$ cat config.mk
export PLATFORM = sky130hd
export DESIGN_NAME = add_roundkey_seq
export DESIGN_NICKNAME = d
export VERILOG_FILES = /design/src/rtl/add_roundkey_seq.sv
export SDC_FILE = /design/constraint.sdc
export NUM_CORES = 1
export LEC_CHECK = 0
export BUFFER_PORTS_ARGS = -buffer_cell sky130_fd_sc_hd__clkbuf_2
export CAP_MARGIN = 25
export CORE_MARGIN = 8
export CORE_UTILIZATION = 40
export CTS_CLUSTER_DIAMETER = 40
export CTS_CLUSTER_SIZE = 24
export DETAILED_ROUTE_END_ITERATION = 8
export PLACE_DENSITY = 0.65
export RECOVER_POWER = 100
export SKIP_CTS_REPAIR_TIMING = 1
export SLEW_MARGIN = 0
export SYNTH_ARGS = -nofsm -noshare
export SYNTH_HDL_FRONTEND = slang
export SYNTH_SLANG_ARGS = --single-unit
$ cat constraint.sdc
create_clock -name clk -period 2.3 [get_ports clk]
set_clock_uncertainty 0.1 [all_clocks]
set_input_delay 0.345 -clock clk [delete_from_list [all_inputs] [get_ports clk]]
set_output_delay 0.345 -clock clk [all_outputs]
set_load 0.01 [all_outputs]
$ cat src/rtl/add_roundkey_seq.sv
// Sequential AES AddRoundKey: XORs LANES 32-bit columns per cycle. Optional ARK_ZEROIZE_EN clears key/work regs on drain.
// Latency: out_valid rises NB/LANES cycles after the accepting edge.
// Backpressure: the result is held in DONE until out_ready; in_ready is high only in IDLE.
module add_roundkey_seq #(
  parameter int NB    = 4,
  parameter int LANES = 1
) (
  input  logic            clk,
  input  logic            rst,
  input  logic            in_valid,
  output logic            in_ready,
  input  logic [NB*32-1:0] state_in,
  input  logic [NB*32-1:0] key_in,
  output logic            out_valid,
  input  logic            out_ready,
  output logic [NB*32-1:0] state_out,
  output logic            busy
);

  localparam int STEPS = (LANES > 0) ? NB / LANES : 1;
  localparam int CW    = (STEPS > 1) ? $clog2(STEPS) : 1;

  generate
    if (NB < 1 || LANES < 1 || LANES > NB || (NB % LANES) != 0) begin : g_bad_param
      $error("add_roundkey_seq: need NB >= 1, 1 <= LANES <= NB and NB %% LANES == 0");
    end
  endgenerate

  typedef enum logic [1:0] {IDLE, BUSY, DONE} state_t;

  state_t           state_q, state_d;
  logic [NB*32-1:0] work_q, work_d;
  logic [NB*32-1:0] key_q, key_d;
  logic [CW-1:0]    col_q, col_d;

  always_ff @(posedge clk) begin
    if (rst) begin
      state_q <= IDLE;
      work_q  <= '0;
      key_q   <= '0;
      col_q   <= '0;
    end else begin
      state_q <= state_d;
      work_q  <= work_d;
      key_q   <= key_d;
      col_q   <= col_d;
    end
  end

  always_comb begin
    state_d = state_q;
    work_d  = work_q;
    key_d   = key_q;
    col_d   = col_q;
    case (state_q)
      IDLE: begin
        if (in_valid) begin
          work_d  = state_in;
          key_d   = key_in;
          col_d   = '0;
          state_d = BUSY;
        end
      end
      BUSY: begin
        // Column c occupies the same bit window in both the state and the key.
        for (int l = 0; l < LANES; l++) begin
          work_d[NB*32-1-32*(int'(col_q)*LANES+l) -: 32] =
            work_q[NB*32-1-32*(int'(col_q)*LANES+l) -: 32] ^
            key_q[NB*32-1-32*(int'(col_q)*LANES+l) -: 32];
        end
        if (col_q == CW'(STEPS-1)) begin
          col_d   = '0;
          state_d = DONE;
        end else begin
          col_d = col_q + CW'(1);
        end
      end
      DONE: begin
        if (out_ready) begin
          state_d = IDLE;
`ifdef ARK_ZEROIZE_EN
          work_d  = '0;
          key_d   = '0;
`else
          work_d  = work_q;
          key_d   = key_q;
`endif
        end
      end
      default: state_d = IDLE;
    endcase
  end

  assign in_ready  = (state_q == IDLE);
  assign out_valid = (state_q == DONE);
  assign busy      = (state_q != IDLE);
  assign state_out = work_q;

endmodule

### Word level (Yosys, flattened, before mapping)

Cells that the tools add are included.

* flip-flop bits (word level): 260
* bits of input ports: 260
* output and inout bits: 131
* word-level logic and storage cells: 34

* add/sub/neg operators: 3
* equality and inequality tests: 6
* shift-type cells: 4
* multiplexer cells: 10
* bitwise logic cells: 1
* reduce and logical (&&, ||, !) cells: 6

Operators by type and width (count)
* variable part select 159 x 8 -> 32 bit: 2
* case mux 128 bit (2 select lines): 1
* variable shift 32 x 33 -> 159 bit (first input constant): 1
* variable part select 32 x 33 -> 159 bit: 1
* bitwise mux 128 bit: 1
* two-way mux 128 bit: 1
* negator 8 -> 33 bit: 1
* XOR 32 bit: 1
* two-way mux 2 bit: 5
* subtractor 7 x 7 -> 8 bit (first input constant): 1
* case mux 2 bit (3 select lines): 1
* equality test 2 bit (second input constant): 2
* != test 2 bit (second input constant): 2
* case mux 2 bit (2 select lines): 1
* AND reduction 2 bit: 2
* nonzero test 2 bit: 2
* AND reduction 3 bit: 1
* adder 2 x 1 -> 2 bit (second input constant): 1
* equality test 2 x 1 -> 1 bit (second input constant): 1
* zero test 2 bit: 1
* != test 2 x 1 -> 1 bit (second input constant): 1

### Depth between registers and ports, before layout

Gate-level depths: netlist of run 1.

* word-level depth: 6
* depth in mapped cells: 7
* mapped depth without buffers: 6

### Least setup slack after synthesis of run 1

No wires, ideal clock.

* path kind: flip-flop to flip-flop
* start point: reg col_q[0]
* end point: reg work_q[40] (netlist: state_out[40])
* library setup time: 0.086 ns
* arrival: 1.546 ns
* data required time: 2.114 ns
* setup slack: 0.569 ns
* stages on the path, launching flop included: 8
* buffers on the path: 1
* period minus slack after synthesis: 1.731 ns
* cells stage by stage: dfxtp_1 inv_1 ha_1 nand3b_1 clkbuf_1 o31a_1 o21ai_0 a211oi_1

* word-level cells in the longest chain between the ends: 6
* elaborated cells on any way between the ends: 9
* those cells by class: 2 x add/sub; 4 x shift; 2 x mux; 1 x bitwise

Ends and longest elaborated chain
* from (decl): RTL line 34 `logic [CW-1:0] col_q, col_d;`
* from (signal assigned): RTL line 46 `col_q <= col_d;`
* subtractor 7 x 7 -> 8 bit *: RTL line 67, 68, 69
* variable part select 159 x 8 -> 32 bit, on equally long branches: RTL line 68, 69
* XOR 32 bit: RTL line 68 `work_q[NB*32-1-32*(int'(col_q)*LANES+l) -: 32] ^`
* variable part select 32 x 33 -> 159 bit: RTL line 67 `work_d[NB*32-1-32*(int'(col_q)*LANES+l) -: 32] =`
* bitwise mux 128 bit *: RTL line 67
* case mux 128 bit (2 select lines) *: RTL line 55 `case (state_q)`
* to (signal assigned): RTL line 44 `work_q <= work_d;`
* to (decl): RTL line 32 `logic [NB*32-1:0] work_q, work_d;`

Every way passes the cells marked *; elsewhere a longest branch is shown, timed or not.
A chain may end at the register's enable or synchronous reset.

### Final worst setup path of run 1

* start point: reg state_q[0]
* end point: out busy

* word-level cells in the longest chain between the ends: 1

Ends and longest elaborated chain
* from (decl): RTL line 31 `state_t state_q, state_d;`
* from (signal assigned): RTL line 43 `state_q <= state_d;`
* nonzero test 2 bit: RTL line 96 `assign busy = (state_q != IDLE);`
* to (decl): RTL line 17 `output logic busy`

No other way between the ends.

==> results.cfg, run 1 <==
[global_route]
grt_usage_pct = 21.88
antenna_found_initial = 3
grt_max_degree = 74
grt_pass1_wl_um = 65610
gr-total-overflow = 0
grt_pass1_vias = 12649

[cells_and_area]
syn_to_final_growth_pct = 40.65
drive_gt1_share_pct = 18.11
final_nets = 2308
design_area_um2 = 16960
nFillCells = 2799
final_core_util_pct = 57.23

[synth]
synth_area_um2 = 12060
synth.avg_cell_area_um2 = 7.648
syn_inst = 1577
synth-seq-cells = 260
synth_cell_types = 29
yosysSeqAreaShare_pct = 43.16
synthArstFlopShare_pct = 0
syn-num-nets = 1841
synth_top_cell_by_area = dfxtp_1
yosys-top-cells-area = dfxtp_1 43%, nand2_1 10%, a21oi_1 8.1%, o311a_1 5.3%, o21ai_0 4.8%
synth_edf_count = 0
synth_ff_type = dfxtp_1
synth.top_cell.area_share_pct = 43.16
ys_warn_count = 0

[detailed_routing]
via_per_inst = 5.360
dr.pass1.iters = 5
drtIter0Drc = 794
drc = 0
wl_per_cell_um = 17.62
drt_wl_total_um = 43520
ant_nets = 0
vias = 13233

[clock_tree]
h-tree-depth = 2
cts-root-buf = clkbuf_16
insertion_delay_ns = 0.52
cts_buffer_depth = 3
cts.sinks = 260
numCtsBuffers = 43
cts_tree = done
path_clk_slew_ns = 0.05

[placed_design]
dp_hpwl_um = 27620
placed_cell_area_um2 = 14410
portBuffers = 390
pre_cts_slack_ns = 0.2314
place_congestion = 0.8073

[run_status]
run_status = complete, but fails checks
violations = hold timing

[timing]
fin_ws_ns = 0.1613
worstMarginPinSlew_ns = 0.9627
fmax_ghz = 0.4676
fin_crit_sh_pct = 92.99
final.setup.tns_ns = 0
holdWs_ns = -0.003390
hold_viol = 2
fin_crit_ns = 2.139
max-slew-margin-rel_pct = 35.82
setup_viol = 0
finalMaxSlewViolations = 0

[run]
drv_cap = 0

[worst_setup_path]
cp.required_ns = 1.86
start_kind = register
endpoint_kind = output port
crit_type = reg -> out
cp_data_arrival_time_ns = 1.69
worstPathMaxFanout = 14
ff2ff_path_depth = 4

[die]
die_h_um = 189.6
core-area_um2 = 29640
start_util_pct = 40.69
die-area_um2 = 35960
ioPinCount = 391
std_cell_rows = 63
die_w_um = 189.6

[pwr]
power_uw = 14370
irDropWorstVdd_v = 0.0005267
p_leak_uw = 0.006883
p_per_area_nw_per_um2 = 847.4

[worst_hold_path]
hold_path.class = in -> reg
worstHoldPathCells = 3
==> flip-flops by register name (all words and copies together) (netlist names) <==
name       count
state_q        2
key_q        128
col_q          2
state_out    128
==> placed cells by master (no fill, tap or decap), types with 65 or more instances in the layout <==
cell type      instances
nand2_1              325
dfxtp_1              259
clkbuf_2             259
a21oi_1              194
clkbuf_1             139
nor2_1               133
o21ai_0              128
dlygate4sd3_1        126
inv_1                 67
a211oi_1              65
==> synth_stat cells (2+ instances only) <==
library cell,n
nand2_1,326
dfxtp_1,260
a21oi_1,196
nor2_1,134
o21ai_0,115
clkbuf_1,95
inv_1,67
a211oi_1,65
and2_1,65
o311a_1,64
o31a_1,64
nor3_1,34
nor3_2,30
buf_2,24
o21ai_1,14
ha_1,4
buf_1,3
buf_6,3
a21oi_2,2
nand2b_1,2
nand3b_1,2
==> final cells by class <==
type	count	area, µm²	area share (%)
Antenna cell	3	7.507	0.04426
Clock buffer	53	1155	6.808
Clock inverter	24	439.2	2.589
Inverter	68	255.2	1.505
Multi-Input combinational cell	1124	5988	35.30
Sequential cell	260	5206	30.69
Tap cell	390	488.0	2.877
Timing Repair Buffer	547	3423	20.18
==> critical path, cell delays in order, from the launching register on <==
cell and delay [ns]:
dfxtp_1 0.31, buf_4 0.17, nor2_1 0.30, clkbuf_1 0.21, inv_1 0.06, clkbuf_1 0.13
==> routing by layer <==
layer | global-route usage [%] | routed length (µm) | vias up
met4 | 9.050 | 1633 | 0
met1 | 26.18 | 17650 | 6184
li1 | - | - | 6403
met2 | 37.01 | 20870 | 541
met3 | 5.511 | 3361 | 105
met5 | 0 | 0 | -
==> report_power, final <==
group          total [µW]  switching [µW]  internal [µW]  leakage, µW
Sequential           5170             292           4880      0.00214
Clock                7110            2290           4820     0.000767
Combinational        2100            1180            915      0.00397
Total               14400            3760          10600      0.00688
==> metrics by stage <==
step	std cells	hold slack (ns)
final	2469	-0.003390
after global placement	2263	0.3525
after floorplan	1577	0.3447
after CTS	2340	-0.08144
after detailed placement	2263	0.3568
after global routing	2469	0.003920
==> cell families after synthesis <==
| logic type | after synthesis | share of synthesized area [%] |
|---|---|---|
| AO/OA/AOI/OAI | 521 | 27.71 |
| adder cells (fa/ha/maj) | 4 | 0.4150 |
| buffers and inverters | 193 | 6.443 |
| flip-flops | 260 | 43.16 |
| AND/OR/NAND/NOR | 599 | 22.27 |
==> path summary, 6_finish.rpt <==
check,startpoint,to,slack (ns)
min reg2reg,key_q[49],key_q[49],0.36
min,out_ready,state_q[1],-0.003
max,state_q[0],busy,0.16
max reg2reg,state_q[1],state_out[106],0.17
Note: power is estimated with default switching activity, not from simulation.
==> run 2, diff against run 1 <==
CORE_ASPECT_RATIO = 1.2   (was not set)
==> run 2 against run 1 <==
Compared with the run above:
- the flow still finishes with violations (hold timing)
- non-clock buffer count shrank 7
- clock power fell by 10%
- register-to-register slack gained 0.04 ns
- setup slack improved by 0.045 ns
- cell count shrank 0.49%
- die area hardly changed
- wire length increased by 0.48%
- sequential power barely moved
- global-route usage rose by 0.14 points
- worst hold slack worse by 0.019 ns
- flip-flop and latch count did not move
- total power is 4.8% lower
- highest routed layer unchanged
==> results.cfg, run 2 (synthesis results as in run 1) <==
[cells_and_area]
design_area_um2 = 16860
nFillCells = 2743
mostFrequentLayoutCell = nand2_1
drive_gt1_share_pct = 18.86
final_nets = 2297
syn_to_final_growth_pct = 39.78
final_cell_mix = 325 x nand2_1, 260 x dfxtp_1, 260 x clkbuf_2, 194 x a21oi_1

[clock_tree]
cts-root-buf = clkbuf_16
insertion_delay_ns = 0.51
cts.sinks = 260
path_clk_slew_ns = 0.06
cts_tree = done
numCtsBuffers = 39
h-tree-depth = 2
cts_buffer_depth = 3

[placed_design]
placed_cell_area_um2 = 14550
dp_hpwl_um = 28830
portBuffers = 390
place_congestion = 0.8141

[worst_setup_path]
cp.required_ns = 2.61
worst-r2r-setup-slack_ns = 0.21
ff2ff_path_depth = 4
worstPathMaxFanout = 32
worst_path_max_delay_cell = o311a_1
endpoint = state_out[103]
endpoint_kind = register
r2r-start = state_q[1]
r2r-end = state_out[103]
cp_data_arrival_time_ns = 2.41
crit_path_start = state_q[1]
worstPathCellList = or3b_1 -> nand3b_4 -> o311a_1 -> nor3_1
slowest_delay_ns = 0.47
crit_type = reg -> reg
start_kind = register

[pwr]
p_leak_uw = 0.006824
p_sw_share_pct = 27.80
p_int_uw = 9877
clkPwrFrac_pct = 46.7
p_comb_share_pct = 15.6
p_seq_share_pct = 37.7
irDropWorstVdd_v = 0.0005739
power_switching_uw = 3804
p_per_area_nw_per_um2 = 811.5

[timing]
fin_crit_sh_pct = 91.01
setup_viol = 0
rsz0062_at_grt = false
max-slew-margin-rel_pct = 51.48
hold_viol = 5
finalMaxSlewViolations = 0
worstMarginPinSlew_ns = 0.7277
fmax_ghz = 0.4777
fin_crit_ns = 2.093
holdWs_ns = -0.02227
final.setup.tns_ns = 0

[global_route]
grt_max_degree = 65
gr-total-overflow = 0
grt_usage_pct = 22.03
antenna_found_initial = 4
grt_pass1_vias = 12271
grt_pass1_wl_um = 66150

[detailed_routing]
drt_wl_total_um = 43730
vias = 13151
via_per_inst = 5.352
wl_per_cell_um = 17.80
ant_nets = 0
dr.pass1.iters = 5
drtIter0Drc = 981
drc = 0

[die]
die_h_um = 206.2
die-area_um2 = 35990
die_w_um = 174.5
start_util_pct = 40.73
core-area_um2 = 29610
ioPinCount = 391
std_cell_rows = 69

[run_status]
violations = hold timing
run_status = complete, but fails checks

[run]
drv_cap = 0

[worst_hold_path]
hold_path.class = in -> reg
-- run 2: changes by cell type in the layout (fill, tap and decap cells not counted), sizes merged --
cell | previous run | this run
clkinvlp | 3 | 4
buf | 27 | 33
dlygate4sd3 | 126 | 114
bufinv | 11 | 6
inv | 72 | 76
diode | 3 | 4
clkbuf | 447 | 438
clkinv | 6 | 8
-- run 2: metal layers --
layer | share of wire [%] | track usage, %
met5 | 0 | 0
met4 | 4.5 | 10.18
met3 | 7.5 | 6.433
met2 | 47 | 35.93
met1 | 41 | 26.53
-- run 2: power by group through the flow --
stage          Clock (µW)  Sequential (µW)  Combinational (µW)
2_1_floorplan           0             5300                1090
3_3_place_gp            0             5230                2020
3_5_place_dp            0             5250                2050
4_1_cts              6500             5160                2060
5_1_grt              6720             5210                2350
6_report             6390             5160                2130
-- run 2: area by class of cell --
class / instances / area [µm²] / share of cell area (%)
well taps: 390 / 488.0 / 2.895
repair buffers: 540 / 3451 / 20.47
clock buffers: 45 / 1061 / 6.294
inverters: 68 / 255.2 / 1.514
clock inverters: 26 / 357.8 / 2.123
flip-flops and latches: 260 / 5205 / 30.88
multi-input cells: 1124 / 6030 / 35.77
diodes: 4 / 10.01 / 0.05938
-- run 2: metrics by stage --
step / hold slack, ns / setup slack (ns) / util [%] / std cells / power [µW]
CTS: -0.06825 / 0.2202 / 53.92 / 2339 / 13720
global placement: 0.3516 / 0.2739 / 49.13 / 2268 / 7247
floorplan: 0.3447 / 0.5690 / - / 1577 / 6388
detailed placement: 0.3564 / 0.2593 / 49.13 / 2268 / 7303
finish: -0.02227 / 0.2068 / 56.93 / 2457 / 13680
global route: -0.003696 / 0.08449 / 56.93 / 2457 / 14280
-- run 2: worst min path at each step --
stage                      from    endpoint  cells past startpoint
floorplan            key_q[100]  key_q[100]                      2
global placement      key_q[93]   key_q[93]                      2
detailed placement   key_q[106]  key_q[106]                      2
CTS                 key_in[118]  key_q[118]                      3
global route         key_in[81]   key_q[81]                      3
finish               key_in[31]   key_q[31]                      3
-- run 2: worst max-delay path: cells and delay by family, from the launching register on --
kind	cells	cell delay, ns
compound gates	1	0.47
flops	1	0.34
simple gates	3	1.07
